==> config.mk <==
export PLATFORM = sky130hd
export DESIGN_NAME = dsp_mac_sequencer_flat
export DESIGN_NICKNAME = d
export VERILOG_FILES = /design/src/rtl/dsp_pkg.sv /design/src/rtl/dsp_mac_sequencer_if.sv /design/src/rtl/dsp_mac_sequencer_token_pipe.sv /design/src/rtl/dsp_mac_sequencer.sv /design/src/flat_wrapper.sv
export SDC_FILE = /design/constraint.sdc
export NUM_CORES = 1
export LEC_CHECK = 0
export CAP_MARGIN = 20
export CORE_MARGIN = 2
export CORE_UTILIZATION = 44
export CTS_CLUSTER_DIAMETER = 120
export DETAILED_ROUTE_END_ITERATION = 6
export HOLD_SLACK_MARGIN = 0.1
export PLACE_DENSITY = 0.85
export SLEW_MARGIN = 20
export SYNTH_ARGS = -nofsm -noshare
export SYNTH_HDL_FRONTEND = slang
export SYNTH_SLANG_ARGS = --single-unit
==> constraint.sdc <==
create_clock -name clk -period 3.4 [get_ports clk]
set_input_delay 0.51 -clock clk [delete_from_list [all_inputs] [get_ports clk]]
set_output_delay 0.51 -clock clk [all_outputs]
set_load 0.02 [all_outputs]
==> src/rtl/dsp_pkg.sv <==
// Shared types and constants for the DSP48A1 MAC sequencer.
package dsp_pkg;

  localparam int unsigned AB_W        = 18;
  localparam int unsigned OPMODE_W    = 8;
  localparam int unsigned P_W         = 48;
  localparam int unsigned DSP_LATENCY = 3;

  // X=M, Z=0: start a new accumulation
  localparam logic [OPMODE_W-1:0] OPMODE_MAC_FIRST = 8'h01;
  // X=M, Z=P: accumulate onto P
  localparam logic [OPMODE_W-1:0] OPMODE_MAC_ACC   = 8'h09;

  typedef struct packed {
    logic valid;
    logic first;
    logic last;
  } token_t;

  typedef enum logic {
    ST_DSP_RST = 1'b0,
    ST_RUN     = 1'b1
  } seq_state_e;

endpackage

==> src/rtl/dsp_mac_sequencer_if.sv <==
// Operand stream, DSP slice connection and result stream of the MAC sequencer.
interface dsp_mac_sequencer_if #(
  parameter int unsigned OUT_W = 48,
  parameter int unsigned CNT_W = 16
);
  import dsp_pkg::*;

  logic                s_valid;
  logic                s_ready;
  logic [AB_W-1:0]     s_a;
  logic [AB_W-1:0]     s_b;
  logic                s_last;

  logic [AB_W-1:0]     dsp_a;
  logic [AB_W-1:0]     dsp_b;
  logic [OPMODE_W-1:0] dsp_opmode;
  logic                dsp_ce;
  logic                dsp_rst;
  logic [P_W-1:0]      dsp_p;

  logic                m_valid;
  logic                m_ready;
  logic [OUT_W-1:0]    m_data;
  logic [CNT_W-1:0]    m_count;

  // Environment side: produces operands, owns the DSP slice, consumes results
  modport master (
    output s_valid, s_a, s_b, s_last, dsp_p, m_ready,
    input  s_ready, dsp_a, dsp_b, dsp_opmode, dsp_ce, dsp_rst,
           m_valid, m_data, m_count
  );

  // Sequencer side
  modport slave (
    input  s_valid, s_a, s_b, s_last, dsp_p, m_ready,
    output s_ready, dsp_a, dsp_b, dsp_opmode, dsp_ce, dsp_rst,
           m_valid, m_data, m_count
  );

endinterface

==> src/rtl/dsp_mac_sequencer_token_pipe.sv <==
// Enabled token shift register that mirrors the DSP slice pipeline depth.
module dsp_token_pipe
  import dsp_pkg::*;
#(
  parameter int unsigned DEPTH = DSP_LATENCY,
  parameter int unsigned TAP   = 1
) (
  input  logic   clk,
  input  logic   rst_n,
  input  logic   en_i,
  input  token_t tok_i,
  output token_t tap_o,
  output token_t exit_o
);

  // stg_q[k] holds the token issued k enabled cycles ago
  token_t stg_q [1:DEPTH];

  always_ff @(posedge clk or negedge rst_n) begin
    if (!rst_n) begin
      for (int i = 1; i <= int'(DEPTH); i++) stg_q[i] <= '0;
    end else if (en_i) begin
      stg_q[1] <= tok_i;
      for (int i = 2; i <= int'(DEPTH); i++) stg_q[i] <= stg_q[i-1];
    end
  end

  generate
    if (TAP == 0) begin : g_tap_in
      assign tap_o = tok_i;
    end else begin : g_tap_stg
      assign tap_o = stg_q[TAP];
    end
  endgenerate

  assign exit_o = stg_q[DEPTH];

endmodule

==> src/rtl/dsp_mac_sequencer.sv <==
// Feeds a DSP48A1 slice with operand pairs and collects one P per dot product.
// Define DSP_MAC_SAT_EN to saturate m_data to OUT_W instead of truncating.
module dsp_mac_sequencer
  import dsp_pkg::*;
#(
  parameter int unsigned LATENCY    = DSP_LATENCY,
  parameter int unsigned OPMODE_DLY = 1,
  parameter int unsigned OUT_W      = 48,
  parameter int unsigned CNT_W      = 16
) (
  input logic                 clk,
  input logic                 rst_n,
  dsp_mac_sequencer_if.slave  bus
);

  seq_state_e       state_q, state_d;
  logic             first_pend_q, first_pend_d;
  logic [CNT_W-1:0] cnt_q, cnt_d;
  logic             m_valid_q, m_valid_d;
  logic [OUT_W-1:0] m_data_q, m_data_d;
  logic [CNT_W-1:0] m_count_q, m_count_d;

  logic             stall_c;
  logic             ce_c;
  logic             hs_c;
  logic [OUT_W-1:0] p_conv_c;
  token_t           tok_in_c;
  token_t           tok_tap_c;
  token_t           tok_exit_c;

  // A finished dot product that cannot be stored freezes the whole slice
  assign stall_c = tok_exit_c.valid && tok_exit_c.last && m_valid_q && !bus.m_ready;
  assign ce_c    = (state_q == ST_RUN) && !stall_c;
  assign hs_c    = ce_c && bus.s_valid;

  always_comb begin
    tok_in_c = '0;
    if (hs_c) begin
      tok_in_c.valid = 1'b1;
      tok_in_c.first = first_pend_q;
      tok_in_c.last  = bus.s_last;
    end
  end

  dsp_token_pipe #(
    .DEPTH (LATENCY),
    .TAP   (OPMODE_DLY)
  ) u_token_pipe (
    .clk    (clk),
    .rst_n  (rst_n),
    .en_i   (ce_c),
    .tok_i  (tok_in_c),
    .tap_o  (tok_tap_c),
    .exit_o (tok_exit_c)
  );

`ifdef DSP_MAC_SAT_EN
  logic [P_W-OUT_W:0] p_hi_c;
  assign p_hi_c = bus.dsp_p[P_W-1:OUT_W-1];

  // Saturate when the bits above the OUT_W sign bit are not a pure sign extension
  always_comb begin
    p_conv_c = bus.dsp_p[OUT_W-1:0];
    if (!((p_hi_c == '0) || (p_hi_c == '1))) begin
      p_conv_c = bus.dsp_p[P_W-1] ? {1'b1, {(OUT_W-1){1'b0}}}
                                  : {1'b0, {(OUT_W-1){1'b1}}};
    end
  end
`else
  assign p_conv_c = bus.dsp_p[OUT_W-1:0];
`endif

  always_ff @(posedge clk or negedge rst_n) begin
    if (!rst_n) begin
      state_q      <= ST_DSP_RST;
      first_pend_q <= 1'b1;
      cnt_q        <= '0;
      m_valid_q    <= 1'b0;
      m_data_q     <= '0;
      m_count_q    <= '0;
    end else begin
      state_q      <= state_d;
      first_pend_q <= first_pend_d;
      cnt_q        <= cnt_d;
      m_valid_q    <= m_valid_d;
      m_data_q     <= m_data_d;
      m_count_q    <= m_count_d;
    end
  end

  always_comb begin
    state_d      = state_q;
    first_pend_d = first_pend_q;
    cnt_d        = cnt_q;
    m_valid_d    = m_valid_q;
    m_data_d     = m_data_q;
    m_count_d    = m_count_q;

    // One clock with the DSP sync reset asserted, then run forever
    case (state_q)
      ST_DSP_RST: state_d = ST_RUN;
      ST_RUN:     state_d = ST_RUN;
      default:    state_d = ST_DSP_RST;
    endcase

    if (hs_c) first_pend_d = bus.s_last;

    if (m_valid_q && bus.m_ready) m_valid_d = 1'b0;

    if (ce_c && tok_exit_c.valid) begin
      cnt_d = tok_exit_c.first ? CNT_W'(1) : cnt_q + CNT_W'(1);
      if (tok_exit_c.last) begin
        m_valid_d = 1'b1;
        m_data_d  = p_conv_c;
        m_count_d = cnt_d;
      end
    end
  end

  assign bus.s_ready    = ce_c;
  assign bus.dsp_ce     = ce_c;
  assign bus.dsp_rst    = (state_q == ST_DSP_RST);
  assign bus.dsp_a      = hs_c ? bus.s_a : '0;
  assign bus.dsp_b      = hs_c ? bus.s_b : '0;
  assign bus.dsp_opmode = (tok_tap_c.valid && tok_tap_c.first) ? OPMODE_MAC_FIRST
                                                               : OPMODE_MAC_ACC;
  assign bus.m_valid    = m_valid_q;
  assign bus.m_data     = m_data_q;
  assign bus.m_count    = m_count_q;

endmodule

==> src/flat_wrapper.sv <==
// flat-port wrapper written by rule: the top's interface ports become plain ports
module dsp_mac_sequencer_flat import dsp_pkg::*;
#(
  parameter int unsigned LATENCY    = DSP_LATENCY,
  parameter int unsigned OPMODE_DLY = 1,
  parameter int unsigned OUT_W      = 48,
  parameter int unsigned CNT_W      = 16
)
  (clk, rst_n, bus_s_valid, bus_s_a, bus_s_b, bus_s_last, bus_dsp_p, bus_m_ready, bus_s_ready, bus_dsp_a, bus_dsp_b, bus_dsp_opmode, bus_dsp_ce, bus_dsp_rst, bus_m_valid, bus_m_data, bus_m_count);
  dsp_mac_sequencer_if #(.OUT_W(OUT_W), .CNT_W(CNT_W)) bus_i ();
  input logic clk;
  input logic rst_n;
  input wire logic [$bits(bus_i.s_valid)-1:0] bus_s_valid;
  input wire logic [$bits(bus_i.s_a)-1:0] bus_s_a;
  input wire logic [$bits(bus_i.s_b)-1:0] bus_s_b;
  input wire logic [$bits(bus_i.s_last)-1:0] bus_s_last;
  input wire logic [$bits(bus_i.dsp_p)-1:0] bus_dsp_p;
  input wire logic [$bits(bus_i.m_ready)-1:0] bus_m_ready;
  output wire logic [$bits(bus_i.s_ready)-1:0] bus_s_ready;
  output wire logic [$bits(bus_i.dsp_a)-1:0] bus_dsp_a;
  output wire logic [$bits(bus_i.dsp_b)-1:0] bus_dsp_b;
  output wire logic [$bits(bus_i.dsp_opmode)-1:0] bus_dsp_opmode;
  output wire logic [$bits(bus_i.dsp_ce)-1:0] bus_dsp_ce;
  output wire logic [$bits(bus_i.dsp_rst)-1:0] bus_dsp_rst;
  output wire logic [$bits(bus_i.m_valid)-1:0] bus_m_valid;
  output wire logic [$bits(bus_i.m_data)-1:0] bus_m_data;
  output wire logic [$bits(bus_i.m_count)-1:0] bus_m_count;
  assign bus_i.s_valid = bus_s_valid;
  assign bus_i.s_a = bus_s_a;
  assign bus_i.s_b = bus_s_b;
  assign bus_i.s_last = bus_s_last;
  assign bus_i.dsp_p = bus_dsp_p;
  assign bus_i.m_ready = bus_m_ready;
  assign bus_s_ready = bus_i.s_ready;
  assign bus_dsp_a = bus_i.dsp_a;
  assign bus_dsp_b = bus_i.dsp_b;
  assign bus_dsp_opmode = bus_i.dsp_opmode;
  assign bus_dsp_ce = bus_i.dsp_ce;
  assign bus_dsp_rst = bus_i.dsp_rst;
  assign bus_m_valid = bus_i.m_valid;
  assign bus_m_data = bus_i.m_data;
  assign bus_m_count = bus_i.m_count;
  dsp_mac_sequencer #(.LATENCY(LATENCY), .OPMODE_DLY(OPMODE_DLY), .OUT_W(OUT_W), .CNT_W(CNT_W)) u_core (.clk(clk), .rst_n(rst_n), .bus(bus_i));
endmodule
# Word level (Yosys, flattened, before mapping)
# Cells that the tools add are included.
[totals]
ff_bits = 92
in_bits = 89
output_inout_bits = 112
wordCells = 36
[classes]
add_sub_neg = 1
n_mux = 8
n_bitwise = 1
n_reduce_logical = 11
[op_table]
columns = ["op", "count"]
rows = [
  ["2-to-1 mux 18 bit", 2],
  ["adder 16 x 1 -> 16 bit (second input constant)", 1],
  ["2-to-1 mux 16 bit", 1],
  ["logical AND 1 bit", 8],
  ["2-to-1 mux 4 bit", 1],
  ["2-to-1 mux 1 bit", 3],
  ["2-to-1 mux 3 bit", 1],
  ["zero test 1 bit", 2],
  ["AND reduction 2 bit", 1],
  ["NOT 1 bit", 1],
]

# Longest topological paths before layout
# Gate-level depths: netlist of the first run.
[depth]
ltp_word = 7
ltp_mapped = 6
depth_no_buf = 5

# By module
# Synthesis of the first run repeated with hierarchy kept, for this count alone.
[unflattened]
cells_unflattened = 356
area_unflattened_um2 = 4286.6
[modules_own_cells]
columns = ["mod", "n_inst", "cells_each", "area_per_inst_um2", "seq_area_each_um2"]
rows = [
  ["dsp_mac_sequencer", 1, 331, 3870.0, 2078.2],
  ["dsp_token_pipe", 1, 25, 416.6, 225.2],
]

# Worst setup path after synthesis of the first run
# OpenSTA, ideal clock, no wires.
[synth_path]
kind = "input to output"
from = "in bus_m_ready"
to = "out bus_dsp_a[0]"
arrival_time_ns = 1.593
required_ns = 2.890
slack_ns = 1.297
cell_stages = 6
path_buffers = 2
cell_sequence = "nand2b_1 > o21ai_1 > nor2_1 > clkbuf_1 > clkbuf_1 > and2_1"
[synth_via]
elab_chain_len = 6
[synth_rtl]
columns = ["item", "line_no", "text"]
rows = [
  ["from (decl)", "flat_wrapper.sv:18", "input wire logic [$bits(bus_i.m_ready)-1:0] bus_m_ready;"],
  ["zero test 1 bit", "dsp_mac_sequencer.sv:32", "assign stall_c = tok_exit_c.valid && tok_exit_c.last && m_valid_q && !bus.m_ready;"],
  ["logical AND 1 bit", "dsp_mac_sequencer.sv:32", ""],
  ["zero test 1 bit", "dsp_mac_sequencer.sv:33", "assign ce_c = (state_q == ST_RUN) && !stall_c;"],
  ["logical AND 1 bit", "dsp_mac_sequencer.sv:33", ""],
  ["logical AND 1 bit", "dsp_mac_sequencer.sv:34", "assign hs_c = ce_c && bus.s_valid;"],
  ["2-to-1 mux 18 bit", "dsp_mac_sequencer.sv:123", "assign bus.dsp_a = hs_c ? bus.s_a : '0;"],
  ["to (decl)", "flat_wrapper.sv:20", "output wire logic [$bits(bus_i.dsp_a)-1:0] bus_dsp_a;"],
]
# No other way between the ends.

# Worst setup path in the final report of the first run
[layout_path]
from = "in bus_m_ready"
to = "out bus_dsp_a[17]"
# Same word-level chain as after synthesis.

==> summary.txt, run 1 <==
Main synth FF type: dfrtp_1
Area grow syn2layout: 51.78%
Worst Path Max Fanout: 36
Layout cells sized above 1: 0.1664
Clk root buf: clkbuf_8
CP top delay family: buffers and inverters
Worst-margin pin slew: 0.9452 ns
Die X: 102.3 um
Power Total: 4.752 mW
Postcts setup bufs: 0
Yosys cell types: 42
CTS resizes: 0
Total grt overflow: 0
RePlAce Congestion: 0.8333
Fin. Hold Viols: 0
Most common cell after layout, fill and taps aside: clkdlybuf4s50_1
Die area: 10460 um^2
Total CTS buffers: 9
Critical Path AT: 2.43 ns
Setup CP Type: in -> out
Multi-input gate area: 1768 um^2
RSZ-0062 raised after global routing: false
Sink Count: 92
First-pass GRT wire length: 16550 um
Vias in the first global route: 3393
Drc violations: 0
Peak VDD IR: 0.3220 mV
Async set-reset flop share out of synthesis: 1.000
Initial Util: 0.4557
Slew margin rel.: 0.3699
I/O pin count: 201
Area of the mapped netlist: 4250 um^2
Synthesized netlist cell count: 355
DR iter-0 viols: 92
Final Worst Setup Slack: 0.4562 ns
HP Class: in -> async
Drt total wl: 10430 um
# port buffers: 193
Final TNS setup: 0 ns
Period Utilization, post-route: 0.8658
Synth Register Bits: 92
Largest net degree at the start of global routing: 57
Vias per inst: 5.033
CTS tree: built
Cts hold-fix bufs: 0
Register area: 2303 um^2
Pwr Density: 736.6 nW/um^2
Initial antenna violation count: 0
Max-Cap Viols: 0
Core Box Area: 9328 um^2
Synth warnings: 0
CP max stage delay: 0.61 ns
Total track usage: 0.2027
Detailed-route via count: 3372
WL/cell: 15.57 um
Required time of the critical path: 2.89 ns
Hpwl dp: 7789 um
Pre-CTS WS: 0.4605 ns
Cell mode on critical path: clkdlybuf4s50_1
Tmin final: 2.944 ns
Slew Limit Fails: 0
Clock Skew: 0.01896 ns
Die height: 102.3 um
Peak Freq: 339.7 MHz
CP startpoint kind: input port
Commonest cells after routing, fill and taps aside: clkdlybuf4s50_1, dfrtp_1, mux2_2
Count of final setup violators: 0
Status: completed
Clock slew seen by the registers of the worst setup and hold paths: 0.10 ns
Post-synthesis sequential area ratio: 0.5419
CTS Buffer Depth: 2
H-tree levels: 3
WP buf/inv: 3
# nets final: 626
CP cell instances: clkdlybuf4s50_1 -> nand2b_1 -> o21ai_1 -> nor2_2 -> buf_12 -> and2_1 -> clkdlybuf4s50_1
Slowest CP cell: clkdlybuf4s50_1
TritonRoute pass-1 iters: 5
Filler Cell Count: 710
Ant. Diodes: 0
# rows: 35
Clock Latency Late Sink: 0.36 ns
Syn_area_per_cell: 11.97 um^2
Final ANT Viol Nets: 0
CP Capture Type: output pin
Post-synth EDFFs: 0
Lkg Pwr: 2.674 nW
flip-flops by register name, summed over array words and instances (netlist names):
register                    count
u_core.bus.m_data              48
u_core.bus.m_count             16
u_core.cnt_q                   16
u_core.u_token_pipe.exit_o      3
u_core.u_token_pipe.stg_q       3
u_core.u_token_pipe.tap_o       3
u_core.bus.m_valid              1
u_core.first_pend_q             1
u_core.state_q                  1
metrics by stage:
stage	hold slack, ns	cells	utilization	cell area, um^2
finish	0.2000	670	0.6916	6451
global route	0.2550	670	0.6916	6451
CTS	0.2197	670	0.6916	6451
detailed placement	0.4590	654	0.6702	6251
global placement	0.4532	653	0.6680	6231
floorplan	0.2144	361	-	4273
metal layers:
metal  vias up  GRT usage  wire length [um]
met5         -          0                 0
met4         0    0.07077               167
met3        13    0.04720               825
met2       170     0.3568              5282
met1      1603     0.2441              4158
li1       1586          -                 -
path summary, 6_finish.rpt:
kind	depth (start not counted)	endpoint	startpoint	slack, ns
min in group clk	2	u_core.bus.m_count[5]$_DFFE_PN0P_	u_core.bus.m_count[5]$_DFFE_PN0P_	0.48
worst max-delay path	7	bus_dsp_a[17]	bus_m_ready	0.46
worst min register to register	2	u_core.bus.m_count[5]$_DFFE_PN0P_	u_core.bus.m_count[5]$_DFFE_PN0P_	0.48
max in group asynchronous	2	u_core.first_pend_q$_DFFE_PN1P_	rst_n	2.48
worst max register to register	4	u_core.cnt_q[6]$_DFFE_PN0P_	u_core.u_token_pipe.exit_o[0]$_DFFE_PN0P_	1.40
worst min-delay path	1	u_core.bus.m_count[12]$_DFFE_PN0P_	rst_n	0.20
worst reg2reg max path, stage by stage, from the launching register on:
cell and delay (ns):
dfrtp_1 0.42, and3b_1 0.24, or2_1 0.54, or4_1 0.61, o211ai_1 0.11
where the power goes:
group	internal (mW)	leakage, nW	switching, mW	total, mW
sequential	1.53	1.09	0.310	1.84
combinational	1.16	1.49	1.01	2.17
clock	0.347	0.0971	0.397	0.744
total	3.04	2.67	1.71	4.75
cells by family (layout without fill, tap and decap cells):
group,Yosys count,in the layout,synth area share
AND/OR/NAND/NOR,111,111,0.1587
flip-flops,92,92,0.5419
multiplexers,58,58,0.1534
buffers and inverters,40,220,0.04798
AO/OA/AOI/OAI,38,38,0.06653
XOR/XNOR,13,13,0.02679
other,2,8,0.001767
adder cells (fa/ha/maj),1,1,0.002943
synth_stat cells, drive strengths merged (5+ instances only):
| library cell | instances | area share |
|---|---|---|
| nand4 | 8 | 0.015 |
| nor4 | 11 | 0.021 |
| xor2 | 5 | 0.010 |
| mux2 | 57 | 0.15 |
| a221o | 7 | 0.016 |
| a22o | 11 | 0.023 |
| o21ai | 11 | 0.013 |
| nand3 | 5 | 0.0059 |
| and2 | 36 | 0.053 |
| nand2 | 24 | 0.021 |
| clkbuf | 14 | 0.013 |
| dfrtp | 91 | 0.54 |
| xnor2 | 8 | 0.016 |
| inv | 5 | 0.0044 |
| nor2b | 7 | 0.010 |
| buf | 21 | 0.031 |
cell type report:
type,instances,area share
clock buffers,10,0.01978
clock inverters,6,0.01125
inverters,5,0.002909
multi-input cells,229,0.2741
flip-flops and latches,92,0.3571
well taps,129,0.02502
repair buffers,199,0.3099
Power figures use the tool's default switching activity.
==> run 2, diff against run 1 <==
--- a/config.mk
+++ b/config.mk
@@ -7,11 +7,11 @@
 export LEC_CHECK = 0
 export CAP_MARGIN = 20
 export CORE_MARGIN = 2
-export CORE_UTILIZATION = 44
+export CORE_UTILIZATION = 45
 export CTS_CLUSTER_DIAMETER = 120
 export DETAILED_ROUTE_END_ITERATION = 6
+export DONT_BUFFER_PORTS = 1
 export HOLD_SLACK_MARGIN = 0.1
-export PLACE_DENSITY = 0.85
 export SLEW_MARGIN = 20
 export SYNTH_ARGS = -nofsm -noshare
 export SYNTH_HDL_FRONTEND = slang
==> run 2 against run 1 <==
First-iteration DRC count grew 6.5%; sequential share of layout area grew 16 points; largest cell class unchanged; register-to-register slack lost 0.09 ns; fmax grew 14%; clock skew shrank 0.0055 ns; critical path depth shrank 1; clock power shrank 7.4%; worst setup slack gained 0.36 ns; via count shrank 22%; design area shrank 30%.
==> summary.txt, run 2 (same netlist as run 1, synthesis figures left out) <==
H-tree levels: 3 (unchanged)
Sink Count: 92 (unchanged)
Required time of the critical path: 2.89 ns (about the same)
Commonest cells after routing, fill and taps aside: dfrtp_1, mux2_2, and2_1
Initial Util: 0.4622 (+0.006510)
Worst Path Max Fanout: 37 (+2.8%)
Power Total: 3.819 mW (-20%)
Total CTS buffers: 9 (unchanged)
Die height: 101.2 um (-1.1%)
CTS resizes: 0 (unchanged)
R2R setup slack: 1.31 ns (-0.09 ns)
Most common cell after layout, fill and taps aside: dfrtp_1
Count of final setup violators: 0 (unchanged)
Combinational share of power: 0.195 (-0.262)
Peak Freq: 386.8 MHz (+14%)
Final ANT Viol Nets: 0 (unchanged)
Slew margin rel.: 0.3937 (+0.02379)
Worst R2R Start: u_core.bus.m_valid$_DFF_PN0_
Reg2Reg Depth: 4 (unchanged)
CP startpoint kind: flip-flop
Fin Hold WS: 0.2764 ns (+0.07648 ns)
Vias per inst: 5.760 (+14%)
Ant. Diodes: 0 (unchanged)
Lkg Pwr: 1.937 nW (-28%)
Hpwl dp: 6072 um (-22%)
RSZ-0062 raised after global routing: false
Tmin final: 2.585 ns (-0.3586 ns)
Die X: 101.2 um (-1.1%)
Final Instance Count excl. Fillers: 459 (-31%)
Clock Skew: 0.01350 ns (-0.005463 ns)
Switching Fraction: 0.4161 (+0.05588)
Drt total wl: 8515 um (-18%)
Sequential cell fraction of total power: 0.624 (+0.237)
Fin. Hold Viols: 0 (unchanged)
# rows: 35 (unchanged)
First-pass GRT wire length: 13170 um (-20%)
Period Utilization, post-route: 0.7604 (-0.1055)
Peak VDD IR: 0.3188 mV (-0.99%)
HP Class: in -> reg
Hold Startpoint: bus_s_last
CTS tree: built
CP startpoint: u_core.bus.m_valid$_DFF_PN0_
Drc violations: 0 (unchanged)
DR iter-0 viols: 98 (+6.5%)
Setup CP Type: reg -> out
Net Switching: 1.589 mW (-7.2%)
Total track usage: 0.1664 (-0.03628)
Critical Path AT: 2.08 ns (-0.35 ns)
Placed cells: 441 (-33%)
Max-Cap Viols: 0 (unchanged)
Area grow syn2layout: 5.829%
Vias in the first global route: 2518 (-26%)
Final TNS setup: 0 ns (unchanged)
WL/cell: 18.55 um (+19%)
Initial antenna violation count: 0 (unchanged)
CP Capture Type: output pin
Core Box Area: 9196 um^2 (-1.4%)
Clock power frac: 0.180 (+0.023)
Clock Latency Late Sink: 0.36 ns (about the same)
Detailed-route via count: 2644 (-22%)
Status: completed
CTS Buffer Depth: 2 (unchanged)
Worst R2R End: u_core.cnt_q[6]$_DFFE_PN0P_
Slew Limit Fails: 0 (unchanged)
Max FFs per register: 48 (unchanged)
Clk root buf: clkbuf_8
Worst-margin pin slew: 0.9095 ns (-0.03568 ns)
Clock slew seen by the registers of the worst setup and hold paths: 0.10 ns (about the same)
RePlAce Congestion: 0.8112 (-2.7%)
Die area: 10240 um^2 (-2.1%)
Total grt overflow: 0 (unchanged)
I/O pin count: 201 (unchanged)
Cell Int Power: 2.230 mW (-27%)
# nets final: 433 (-31%)
Setup crit end: bus_dsp_b[9]
TritonRoute pass-1 iters: 4 (-1)
# port buffers: 0 (-100%)
Largest net degree at the start of global routing: 93 (+63%)
Layout cells sized above 1: 0.2529 (+0.08651)
Pwr Density: 849.1 nW/um^2 (+15%)
## run 2: cell types whose count changed in the layout (fill, tap and decap cells not counted)
cell | previous run | this run
buf_12 | 2 | 1
nor2_2 | 1 | 0
clkinvlp_4 | 1 | 2
clkdlybuf4s50_1 | 192 | 0
nor2_1 | 2 | 3
clkinv_8 | 0 | 1
nor4b_2 | 0 | 1
clkinv_4 | 3 | 0
bufinv_16 | 1 | 0
dlygate4sd3_1 | 0 | 1
buf_16 | 0 | 1
buf_4 | 5 | 3
nor4b_1 | 2 | 1
inv_6 | 1 | 3
## run 2: worst min path at each step
stage	end	slack [ns]	cells after the start
2_1_floorplan	u_core.bus.m_count[0]$_DFFE_PN0P_	0.21	0
3_3_place_gp	u_core.bus.m_data[18]$_DFFE_PN0P_	0.22	0
3_5_place_dp	u_core.bus.m_data[18]$_DFFE_PN0P_	0.22	0
4_1_cts	u_core.u_token_pipe.tap_o[0]$_DFFE_PN0P_	0.26	1
5_1_grt	u_core.u_token_pipe.tap_o[0]$_DFFE_PN0P_	0.25	1
6_report	u_core.u_token_pipe.tap_o[0]$_DFFE_PN0P_	0.28	1
## run 2: worst max-delay path, cell delays in order, from the launching register on
cell and delay [ns]:
dfrtp_1 0.50, nand2b_1 0.19, o21ai_1 0.09, buf_4 0.18, nor2_1 0.18, buf_4 0.29, and2_1 0.29
## run 2: area by class of cell
type / instances / area [um^2]
fillers: 811 / 4698
well taps: 111 / 138.9
repair buffers: 6 / 80.08
clock buffers: 10 / 127.6
inverters: 5 / 18.77
multi-input cells: 229 / 1772
clock inverters: 6 / 57.56
flip-flops and latches: 92 / 2303
## run 2: per-layer routing
layer | vias up | track usage | routed length (um)
li1 | 1198 | - | -
met1 | 1290 | 0.1894 | 3209
met2 | 145 | 0.3016 | 4489
met3 | 11 | 0.04279 | 704
met4 | 0 | 0.05925 | 112
met5 | - | 0 | 0
## run 2: timing repair
| item | 4_1_cts | 5_1_grt |
|---|---|---|
| buffers inserted | 0 | 0 |
| endpoints found under the hold margin | 92 | 0 |
| hold buffers | 2 | 0 |
## run 2: power by group through the flow
stage / sequential, mW / clock [mW] / combinational [mW]
5_1_grt: 2.46 / 0.778 / 0.842
6_report: 2.38 / 0.689 / 0.745
3_3_place_gp: 2.41 / 0 / 0.707
2_1_floorplan: 2.24 / 0 / 0.717
3_5_place_dp: 2.42 / 0 / 0.733
4_1_cts: 2.40 / 0.719 / 0.762
## run 2: per-stage QoR
stage	worst slack [ns]	utilization	instance area (um^2)
final	0.8148	0.4891	4498
after floorplan	1.297	-	4273
after global placement	1.256	0.4649	4275
after global routing	0.6794	0.4891	4498
after detailed placement	1.213	0.4649	4275
after CTS	0.7915	0.4891	4498
==> run 3, diff against run 2 <==
==> constraint.sdc (replaced) <==
create_clock -name clk -period 2.6 [get_ports clk]
set_input_delay 0.39 -clock clk [delete_from_list [all_inputs] [get_ports clk]]
set_output_delay 0.39 -clock clk [all_outputs]
set_load 0.02 [all_outputs]
==> run 3 against run 2 <==
Highest routed layer unchanged; worst setup slack got worse by 0.39 ns; hold slack got worse by 0.12 ns; total power increased by 33%; clock power increased by 41%; combinational power increased by 33%; design area increased by 0.67%; register-to-register slack got worse by 0.73 ns; non-clock buffer count increased by 2; cell count increased by 0.44%; global-route usage about the same.
==> summary.txt, run 3 (same netlist as run 1, synthesis figures left out) <==
Core Box Area: 9196 um^2 (unchanged)
# nets final: 435 (+0.46%)
CP top delay family: simple AND/OR/NAND/NOR gates
Hold Startpoint: bus_s_last
Vias per inst: 5.709 (-0.89%)
Area post-placement: 4290 um^2 (+0.35%)
Lkg Pwr: 1.962 nW (+1.3%)
I/O pin count: 201 (unchanged)
RSZ-0062 raised after global routing: false
WL/cell: 18.26 um (-1.6%)
Status: completed
Most common cell after layout, fill and taps aside: dfrtp_1
Max FFs per register: 48 (unchanged)
# port buffers: 0 (unchanged)
Vias in the first global route: 2585 (+2.7%)
Required time of the critical path: 2.21 ns (-0.68 ns)
WP depth: 5 (-1)
Hold endpoint: u_core.u_token_pipe.tap_o[0]$_DFFE_PN0P_
DR iter-0 viols: 132 (+35%)
Clock Skew: 0.01593 ns (+0.002435 ns)
Post-Route Utilization: 0.4924 (+0.003265)
Commonest cells after routing, fill and taps aside: dfrtp_1, mux2_2, and2_1
Layout cells sized above 1: 0.2571 (+0.004269)
Final ANT Viol Nets: 0 (unchanged)
Drt total wl: 8417 um (-1.2%)
R2R setup slack: 0.58 ns (-0.73 ns)
Initial Util: 0.4622 (unchanged)
Ant. Diodes: 0 (unchanged)
Worst R2R End: u_core.cnt_q[6]$_DFFE_PN0P_
Total grt overflow: 0 (unchanged)
# rows: 35 (unchanged)
Slew margin rel.: 0.4179 (+0.02428)
Hold path cells: 1 (unchanged)
Worst-margin pin slew: 0.8731 ns (-0.03641 ns)
H-tree levels: 3 (unchanged)
Tmin final: 2.172 ns
TritonRoute pass-1 iters: 4 (unchanged)
Peak VDD IR: 0.4356 mV (+37%)
Hpwl dp: 6117 um (+0.74%)
WP buf/inv: 1 (-1)
Sink Count: 92 (unchanged)
First-pass GRT wire length: 13250 um (+0.68%)
Max-Cap Viols: 0 (unchanged)
Initial antenna violation count: 0 (unchanged)
Setup CP Type: reg -> out
Count of final setup violators: 0 (unchanged)
CP startpoint kind: flip-flop
RePlAce Congestion: 0.8112 (unchanged)
Reg2Reg Depth: 4 (unchanged)
Clk root buf: clkbuf_8
Largest net degree at the start of global routing: 93 (unchanged)
HP Class: in -> reg
Worst R2R Start: u_core.bus.m_valid$_DFF_PN0_
Placed cells: 443 (+0.45%)
Detailed-route via count: 2632 (-0.45%)
Total track usage: 0.1663 (about the same)
CTS Buffer Depth: 2 (unchanged)
Cts hold-fix bufs: 2 (unchanged)
CP Capture Type: output pin
Final Instance Count excl. Fillers: 461 (+0.44%)
CTS tree: built
CTS resizes: 0 (unchanged)
Peak Freq: 460.3 MHz
Total CTS buffers: 9 (unchanged)
CP max stage delay: 0.49 ns (about the same)
Clock Latency Late Sink: 0.35 ns (about the same)
Worst Path Max Fanout: 39 (+5.4%)
Period Utilization, post-route: 0.8355
Clock slew seen by the registers of the worst setup and hold paths: 0.10 ns (about the same)
Drc violations: 0 (unchanged)
Slew Limit Fails: 0 (unchanged)
Die X: 101.2 um (unchanged)
Final Cell Area: 4528 um^2 (+0.67%)
Die area: 10240 um^2 (unchanged)
Pwr Density: 1119 nW/um^2 (+32%)
Postcts setup bufs: 0 (unchanged)
Critical Path AT: 1.78 ns (-0.30 ns)
Final TNS setup: 0 ns (unchanged)
Slowest CP cell: dfrtp_1
CP cell instances: nand2b_1 -> o21ai_1 -> nor2_1 -> buf_4 -> and2_1
Fin. Hold Viols: 0 (unchanged)
Die height: 101.2 um (unchanged)
Area grow syn2layout: 6.535%
[run 3: changes by cell type in the layout (fill, tap and decap cells not counted)]
cell and delta:
buf_4 +2, clkinv_4 +2, clkinvlp_4 -2, inv_6 -2, bufinv_16 +1, clkinv_2 +1
clkinv_8 -1, inv_8 +1
[run 3: how the worst max path moves through the flow]
stage / end / slack [ns] / start
CTS: bus_dsp_a[9] / 0.38 / u_core.bus.m_valid$_DFF_PN0_
finish: bus_dsp_a[9] / 0.43 / u_core.bus.m_valid$_DFF_PN0_
global placement: u_core.cnt_q[6]$_DFFE_PN0P_ / 0.64 / u_core.bus.m_valid$_DFF_PN0_
global route: bus_dsp_a[9] / 0.25 / u_core.bus.m_valid$_DFF_PN0_
detailed placement: u_core.cnt_q[6]$_DFFE_PN0P_ / 0.60 / u_core.bus.m_valid$_DFF_PN0_
floorplan: bus_dsp_a[0] / 0.67 / u_core.bus.m_valid$_DFF_PN0_
[run 3: metrics by stage]
step / setup slack, ns / hold slack, ns / power [mW]
after CTS: 0.3778 / 0.1446 / 5.142
after global placement: 0.6402 / 0.09632 / 4.095
final: 0.4277 / 0.1611 / 5.068
after global routing: 0.2517 / 0.1422 / 5.396
after floorplan: 0.6704 / 0.09441 / 3.872
after detailed placement: 0.6024 / 0.09635 / 4.131
[run 3: layer usage]
layer  global-route usage  vias to the layer above  part of all wire
met1               0.1914                     1272              0.39
met4              0.04782                        0             0.015
li1                     -                     1210                 -
met2               0.2934                      142              0.52
met3              0.05797                        8             0.082
met5                    0                        -                 0
[run 3: cell type report]
class | count | area, um^2
inverters | 5 | 18.77
multi-input cells | 229 | 1772
fillers | 808 | 4668
clock inverters | 6 | 72.57
clock buffers | 10 | 127.6
flip-flops and latches | 92 | 2303
well taps | 111 | 138.9
repair buffers | 8 | 95.09
[run 3: power breakdown]
part | internal (mW) | leakage (nW) | switching [mW]
Combinational | 0.556 | 0.773 | 0.431
Clock | 0.457 | 0.103 | 0.513
Sequential | 2.00 | 1.09 | 1.11
[run 3: worst register-to-register path, stage by stage (launching register included)]
cell,delay (ns)
dfrtp_1,0.49
and3b_1,0.27
or2_1,0.49
or4_1,0.58
o211ai_1,0.10
